[src/rtl/timer_counter.sv]
// rtl/timer_counter.sv - memory-mapped 32-bit down-counting timer with one-shot/auto-reload FSM
module timer_counter #(
  parameter bit RELOAD_PULSE = 1'b1
) (
  input  logic        clk,
  input  logic        reset,
  input  logic [1:0]  addr,
  input  logic        we,
  input  logic [31:0] wdata,
  output logic [31:0] rdata,
  output logic        irq
);

  localparam logic [1:0] IDLE = 2'd0;
  localparam logic [1:0] LOAD = 2'd1;
  localparam logic [1:0] CNT  = 2'd2;
  localparam logic [1:0] INT  = 2'd3;

  logic [1:0]  state, state_n;
  logic [3:0]  ctrl, ctrl_n;
  logic [31:0] preset, preset_n;
  logic [31:0] count, count_n;
  logic        irq_flag, flag_n;
  logic        ctrl_wr, preset_wr, stop, auto_reload;

  assign ctrl_wr     = we && (addr == 2'd0);
  assign preset_wr   = we && (addr == 2'd1);
  // A CTRL write clearing EN halts a running timer at the write edge itself.
  assign stop        = ctrl_wr && !wdata[0];
  assign auto_reload = (ctrl[2:1] == 2'b01);

  always_comb begin
    case (addr)
      2'd0:    rdata = {28'b0, ctrl};
      2'd1:    rdata = preset;
      2'd2:    rdata = count;
      default: rdata = 32'b0;
    endcase
  end

  always_comb begin
    state_n  = state;
    ctrl_n   = ctrl;
    preset_n = preset;
    count_n  = count;
    flag_n   = irq_flag;

    if (ctrl_wr) begin
      ctrl_n = wdata[3:0];
      flag_n = 1'b0;
    end
    if (preset_wr) begin
      preset_n = wdata;
    end

    case (state)
      IDLE: begin
        if (ctrl[0] && !stop) begin
          state_n = LOAD;
        end
      end
      LOAD: begin
        if (stop || !ctrl[0]) begin
          state_n = IDLE;
        end else begin
          count_n = preset;
          state_n = CNT;
        end
      end
      CNT: begin
        if (stop || !ctrl[0]) begin
          state_n = IDLE;
        end else if (count != 32'd0) begin
          count_n = count - 32'd1;
        end else begin
          state_n = INT;
          flag_n  = 1'b1;
        end
      end
      default: begin
        if (stop) begin
          state_n = IDLE;
        end else if (auto_reload) begin
          state_n = LOAD;
          if (RELOAD_PULSE) begin
            flag_n = 1'b0;
          end
        end else begin
          state_n = IDLE;
          // Software's own CTRL write in this cycle keeps its EN value.
          if (!ctrl_wr) begin
            ctrl_n[0] = 1'b0;
          end
        end
      end
    endcase
  end

  always_ff @(posedge clk or negedge reset) begin
    if (!reset) begin
      state    <= IDLE;
      ctrl     <= 4'b0;
      preset   <= 32'b0;
      count    <= 32'b0;
      irq_flag <= 1'b0;
      irq      <= 1'b0;
    end else begin
      state    <= state_n;
      ctrl     <= ctrl_n;
      preset   <= preset_n;
      count    <= count_n;
      irq_flag <= flag_n;
      irq      <= flag_n & ctrl_n[3];
    end
  end

endmodule

[config.mk]
export PLATFORM = sky130hd
export DESIGN_NAME = timer_counter
export DESIGN_NICKNAME = d
export VERILOG_FILES = /design/src/rtl/timer_counter.sv
export SDC_FILE = /design/constraint.sdc
export NUM_CORES = 1
export LEC_CHECK = 0
export CAP_MARGIN = 30
export CORE_UTILIZATION = 40
export CTS_BUF_LIST = sky130_fd_sc_hd__clkbuf_4 sky130_fd_sc_hd__clkbuf_8 sky130_fd_sc_hd__clkbuf_16
export DETAILED_ROUTE_END_ITERATION = 12
export PLACE_DENSITY_LB_ADDON = 0.2
export SLEW_MARGIN = 20
export SYNTH_ARGS = -nofsm -noshare
export SYNTH_HDL_FRONTEND = slang
export SYNTH_SLANG_ARGS = --single-unit
export TNS_END_PERCENT = 20
[constraint.sdc]
create_clock -name clk -period 2.5 [get_ports clk]
set_clock_uncertainty 0.05 [all_clocks]
set_input_delay 0.625 -clock clk [delete_from_list [all_inputs] [get_ports clk]]
set_output_delay 0.625 -clock clk [all_outputs]
set_load 0.1 [all_outputs]
==> results of run 1 <==
-- cell type report --
type / instances / share of cell area
timing repair buffer: 119 / 0.255
inverter: 5 / 0.00315
clock inverter: 3 / 0.00672
multi-input combinational: 291 / 0.378
tap: 129 / 0.0271
sequential: 72 / 0.302
clock buffer: 13 / 0.0279
-- metal layers --
metal / global-route usage / wire length, um / vias up
met1: 0.308 / 5030 / 1793
met2: 0.378 / 5240 / 112
met5: 0 / 0 / -
met4: 0.100 / 257 / 0
met3: 0.0333 / 492 / 24
li1: - / - / 1727
-- flip-flops by register name, indices dropped and copies added (netlist names) --
register / flops
count: 32
ctrl: 4
irq: 1
irq_flag: 1
preset: 32
state: 2
-- where the power goes --
| group | leakage, nW | switching (mW) | total [mW] | internal (mW) |
|---|---|---|---|---|
| Combinational | 1.45 | 1.69 | 2.96 | 1.26 |
| Clock | 0.110 | 0.428 | 0.963 | 0.535 |
| Sequential | 0.861 | 0.395 | 1.92 | 1.53 |
-- per-stage QoR --
stage                      util  cells  power [mW]  area [um^2]
after floorplan               -    402        3.68         4160
after global placement    0.598    610        4.74         5610
after detailed placement  0.598    610        4.81         5610
after CTS                 0.635    632        5.81         5950
after global routing      0.636    632        6.13         5960
final                     0.636    632        5.84         5960
-- logic make-up (layout without fill, tap and decap cells) --
family	after synthesis	count (layout)	synth area share
AO/OA/AOI/OAI	147	147	0.249
AND/OR/NAND/NOR	105	105	0.142
flip-flops	72	72	0.458
buffers and inverters	39	140	0.0395
multiplexers	38	38	0.108
adder cells (fa/ha/maj)	1	1	0.00318
-- cells in the mapped netlist (7+ instances only) --
| master | count | area share |
|---|---|---|
| a21oi_1 | 33 | 0.042 |
| a22o_1 | 31 | 0.069 |
| a22oi_1 | 7 | 0.013 |
| clkbuf_1 | 23 | 0.022 |
| dfrtp_1 | 72 | 0.46 |
| mux2_2 | 34 | 0.097 |
| nand2_1 | 34 | 0.032 |
| nor2_1 | 12 | 0.011 |
| nor3_1 | 12 | 0.015 |
| nor4_1 | 10 | 0.016 |
| o21ai_0 | 40 | 0.051 |
| o2bb2ai_1 | 9 | 0.020 |
-- worst paths after layout --
| path | cells after the start | end | slack, ns | startpoint |
|---|---|---|---|---|
| max | 6 | rdata[6] | 0.05 | addr[1] |
| min | 2 | ctrl[1] | 0.25 | reset |
| max reg2reg | 5 | count[25] | 0.10 | count[17] |
| min reg2reg | 2 | irq_flag | 0.46 | irq_flag |
| max in group asynchronous | 2 | count[19] | 1.83 | reset |
| min in group clk | 2 | irq_flag | 0.46 | irq_flag |
-- worst max-delay path, stage by stage --
cell and delay [ns]:
clkdlybuf4s15_1 0.21, buf_4 0.18, nor2b_4 0.18, buf_12 0.20, a22o_2 0.19, buf_12 0.17
-- placed cells by master, fill, tap and decap left out, types with 5 or more instances in the layout --
cell	netlist	layout
nand2_1	34	33
clkdlybuf4s50_1	0	33
o21ai_0	40	36
nor3_1	12	12
a22oi_1	7	7
buf_12	0	39
nor2_1	12	11
a21oi_1	33	33
nor4_1	10	8
a22o_2	0	6
nand3_1	6	6
inv_1	5	5
mux2_2	34	34
o2bb2ai_1	9	9
o22ai_1	5	5
buf_4	0	40
dfrtp_1	72	72
clkbuf_8	0	11
a22o_4	0	21
-- repair_timing --
item	CTS	global route
resized for setup	10	8
cloned	3	0
setup buffers	3	1
endpoints found under the setup margin	32	22
==> impl_metrics.toml, run 1 <==
[placement]
io_buffers = 69
hpwl_mm = 7.20
dpl_worst_slack_ns = -0.272
gp_congestion = 0.816

[synth]
synth_warnings = 0
syn_nets = 440
syn_inst = 402
syn-cell-area_mm2 = 0.00393
synth_area_per_cell_um2 = 9.78
synthDistinctLibCells = 46
ys_seq_elements = 72
async_flop_share = 1.00
synthFlopType = "dfrtp_1"
synth.yosys.seq_area_share = 0.458
synth_edf_count = 0

[finish]
drive_gt1_frac = 0.368
diodes = 0
multi_input_area_mm2 = 0.00225
seqCellArea_mm2 = 0.00180
final_nets = 536
areaGrowthSynthToFinish_pct = 51.7
fillCellCount = 786

[die]
coreArea_mm2 = 0.00937
start_util = 0.419
die_w_um = 101
pin_count = 70
std_cell_rows = 35
die_h_um = 101
dieArea_mm2 = 0.0102

[timing]
hold_viol_final = 0
slew_viol_final = 0
fmax_ghz = 0.408
fin_setup_tns_ns = 0
whs_ns = 0.247
slew_headroom = 0.690
setup_viol = 0
worst_pin_slew_ns = 0.460
post-route-period-util = 0.981
setup_ws_ns = 0.0465
finalCriticalPeriod_ns = 2.45

[global_routing]
antenna_found_initial = 0
grt_start_max_net_pins = 73
track_usage = 0.232
first_global_vias = 3707
grt_remaining_overflow = 0
grt_pass1_wl_mm = 18.2

[clock_tree]
htreeDepth = 3
clock-sinks = 72
clk_pin_slew_worst_paths_ns = 0.07
cts_buffers = 9
cts-root-buf = "clkbuf_8"
cts_tree = "built"
cts_hold_buf = 0
ctsLongestPathBuffers = 2
insertion_delay_ns = 0.35

[drt]
avgRoutedWirePerCell_um = 17.4
vias = 3656
postRouteAntennaNets = 0
routed_wl_mm = 11.0
first_iter_violations = 305
first_pass_iters = 4
via_per_inst = 5.78
drc = 0

[power_and_ir_drop]
p_leak_nw = 2.42
max-vdd-ir-drop_mv = 0.516
p_per_area_mw_per_mm2 = 980

[worst_setup_path]
cp-end-kind = "output pin"
worstSetupPathType = "input pin to output pin"
critPathMaxFanout = 17
critPathLaunchType = "input pin"
crit_arrival_ns = 1.78
cp.required_ns = 1.82

[status]
status = "finished, final reports clean"

[job]
maxCapViolations = 0

[hold_path]
hp-class = "input pin to async pin"
Power figures use the tool's default switching activity.
==> run 2: changes to the inputs <==
ABC_CLOCK_PERIOD_IN_PS = 2500   (was not set)
GPL_TIMING_DRIVEN = 1   (was not set)
==> results of run 2 <==
The final DEF is identical to that of run 1; final timing and power are the same.
==> run 3: changes to the inputs <==
--- a/constraint.sdc
+++ b/constraint.sdc
@@ -3,3 +3,3 @@
 set_input_delay 0.625 -clock clk [delete_from_list [all_inputs] [get_ports clk]]
 set_output_delay 0.625 -clock clk [all_outputs]
-set_load 0.1 [all_outputs]
+set_load 0.05 [all_outputs]
==> run 3 against run 2 <==
Sequential share of layout area grew 0.16 points. Die area is the same. Sequential power about the same. Power decreased by 4.8%. Flip-flop and latch count unchanged. Design area fell by 0.52%. First-iteration DRC count decreased by 38%. Clock-buffer cell count is 2 lower. Hold slack got worse by 0.034 ns. Wire length decreased by 1.3%. Fmax is 1.0% higher. Critical endpoint is now count[21].
==> impl_metrics.toml, run 3 (same netlist as run 1, synthesis figures left out) <==
[drt]
first_iter_violations = 190
routed_wl_mm = 10.9
via_per_inst = 5.65
avgRoutedWirePerCell_um = 17.0
drc = 0
postRouteAntennaNets = 0
vias = 3609
first_pass_iters = 4

[status]
status = "finished, final reports clean"

[timing]
setup_viol = 0
post-route-period-util = 0.971
slew_headroom = 0.619
whs_ns = 0.213
worst_pin_slew_ns = 0.572
hold_viol_final = 0
setup_ws_ns = 0.0715
finalCriticalPeriod_ns = 2.43
fmax_ghz = 0.412
slew_viol_final = 0

[worst_setup_path]
critPathMaxFanout = 7
critPathLaunchType = "input pin"
crit_arrival_ns = 2.60
cp.required_ns = 2.67
worstSetupPathType = "input pin to flip-flop"
cp-end-kind = "flip-flop"

[clock_tree]
clk_pin_slew_worst_paths_ns = 0.08
cts_buffers = 9
ctsLongestPathBuffers = 2
cts-root-buf = "clkbuf_8"
insertion_delay_ns = 0.35
clock-sinks = 72
cts_tree = "built"
cts_hold_buf = 0
htreeDepth = 3

[finish]
final_nets = 543
most-common-layout-cells = "dfrtp_1 (72), buf_4 (48), buf_12 (37), o21ai_0 (35)"
layout_commonest_cell = "dfrtp_1"
diodes = 0
final_cell_area_mm2 = 0.00593
drive_gt1_frac = 0.365
reg_top3 = "count: 32 flops, preset: 32 flops, ctrl: 4 flops"
areaGrowthSynthToFinish_pct = 50.9

[global_routing]
track_usage = 0.230
first_global_vias = 3648
grt_pass1_wl_mm = 17.9
grt_start_max_net_pins = 41
grt_remaining_overflow = 0
antenna_found_initial = 0

[die]
dieArea_mm2 = 0.0102
die_w_um = 101
std_cell_rows = 35
pin_count = 70
coreArea_mm2 = 0.00937
start_util = 0.419
die_h_um = 101

[placement]
dpl_cell_area_mm2 = 0.00546
gp_congestion = 0.855
hpwl_mm = 7.38
io_buffers = 69
dpl_worst_slack_ns = -0.315

[power_and_ir_drop]
p_int_mw = 3.48
max-vdd-ir-drop_mv = 0.485
p_per_area_mw_per_mm2 = 938
seqPwrFrac = 0.342
power_frac_clock = 0.208
p_sw_mw = 2.08
swShare = 0.375
p_comb_frac = 0.450
p_leak_nw = 2.42

[job]
maxCapViolations = 0

[hold_path]
hp-class = "input pin to async pin"
## run 3: cell types whose count changed in the layout (fill, tap and decap cells not counted), moves of 4 or more
cell / before / now
a22o_4: 21 / 13
o21ai_4: 4 / 0
buf_4: 40 / 48
a22o_1: 4 / 9
## run 3: final timing paths
| kind | cells past startpoint | endpoint | slack (ns) | from |
|---|---|---|---|---|
| worst max-delay path | 9 | count[21] | 0.07 | we |
| worst min-delay path | 1 | ctrl[2] | 0.21 | reset |
| worst max register to register | 5 | count[25] | 0.09 | count[22] |
| worst min register to register | 2 | irq_flag | 0.46 | irq_flag |
| max in group asynchronous | 2 | count[18] | 1.44 | reset |
| min in group clk | 2 | irq_flag | 0.46 | irq_flag |
## run 3: per-stage QoR
stage	util	TNS, ns	power, mW	cells
final	0.633	0	5.56	639
after floorplan	-	-1.24	3.18	402
after global routing	0.633	-0.00428	5.88	639
after CTS	0.630	0	5.53	639
after global placement	0.583	-11.43	4.23	617
after detailed placement	0.583	-11.86	4.28	617
## run 3: routing by layer
layer  vias to the layer above  GRT usage  wire length, um
met5                         -          0                0
li1                       1729          -                -
met4                         0     0.0948              199
met3                        17     0.0430              481
met2                        90      0.370             5320
met1                      1773      0.306             4880
## run 3: final cells by class
type	instances	area (um^2)
inverters	5	18.8
multi-input cells	291	2150
fillers	797	3440
well taps	129	161
repair buffers	126	1540
clock buffers	11	151
clock inverters	5	103
flip-flops and latches	72	1800
## run 3: timing repair
item,CTS,global route
endpoints found under the setup margin,32,30
pin swaps,0,1
gates cloned,2,0
gates resized for setup,18,12
buffers inserted,4,0
hold endpoints to repair,0,0
## run 3: critical path: stages
cell	delay (ns)
clkdlybuf4s50_1	0.47
or3b_2	0.46
o21a_1	0.20
a21boi_1	0.15
and2_1	0.18
buf_4	0.16
buf_4	0.16
a21oi_2	0.11
a21oi_1	0.07
## run 3: power groups by stage
stage | clock network, mW | registers (mW) | logic, mW
2_1_floorplan | 0 | 1.85 | 1.32
3_3_place_gp | 0 | 1.88 | 2.34
3_5_place_dp | 0 | 1.89 | 2.39
4_1_cts | 1.18 | 1.88 | 2.47
5_1_grt | 1.24 | 1.95 | 2.68
6_report | 1.16 | 1.90 | 2.50
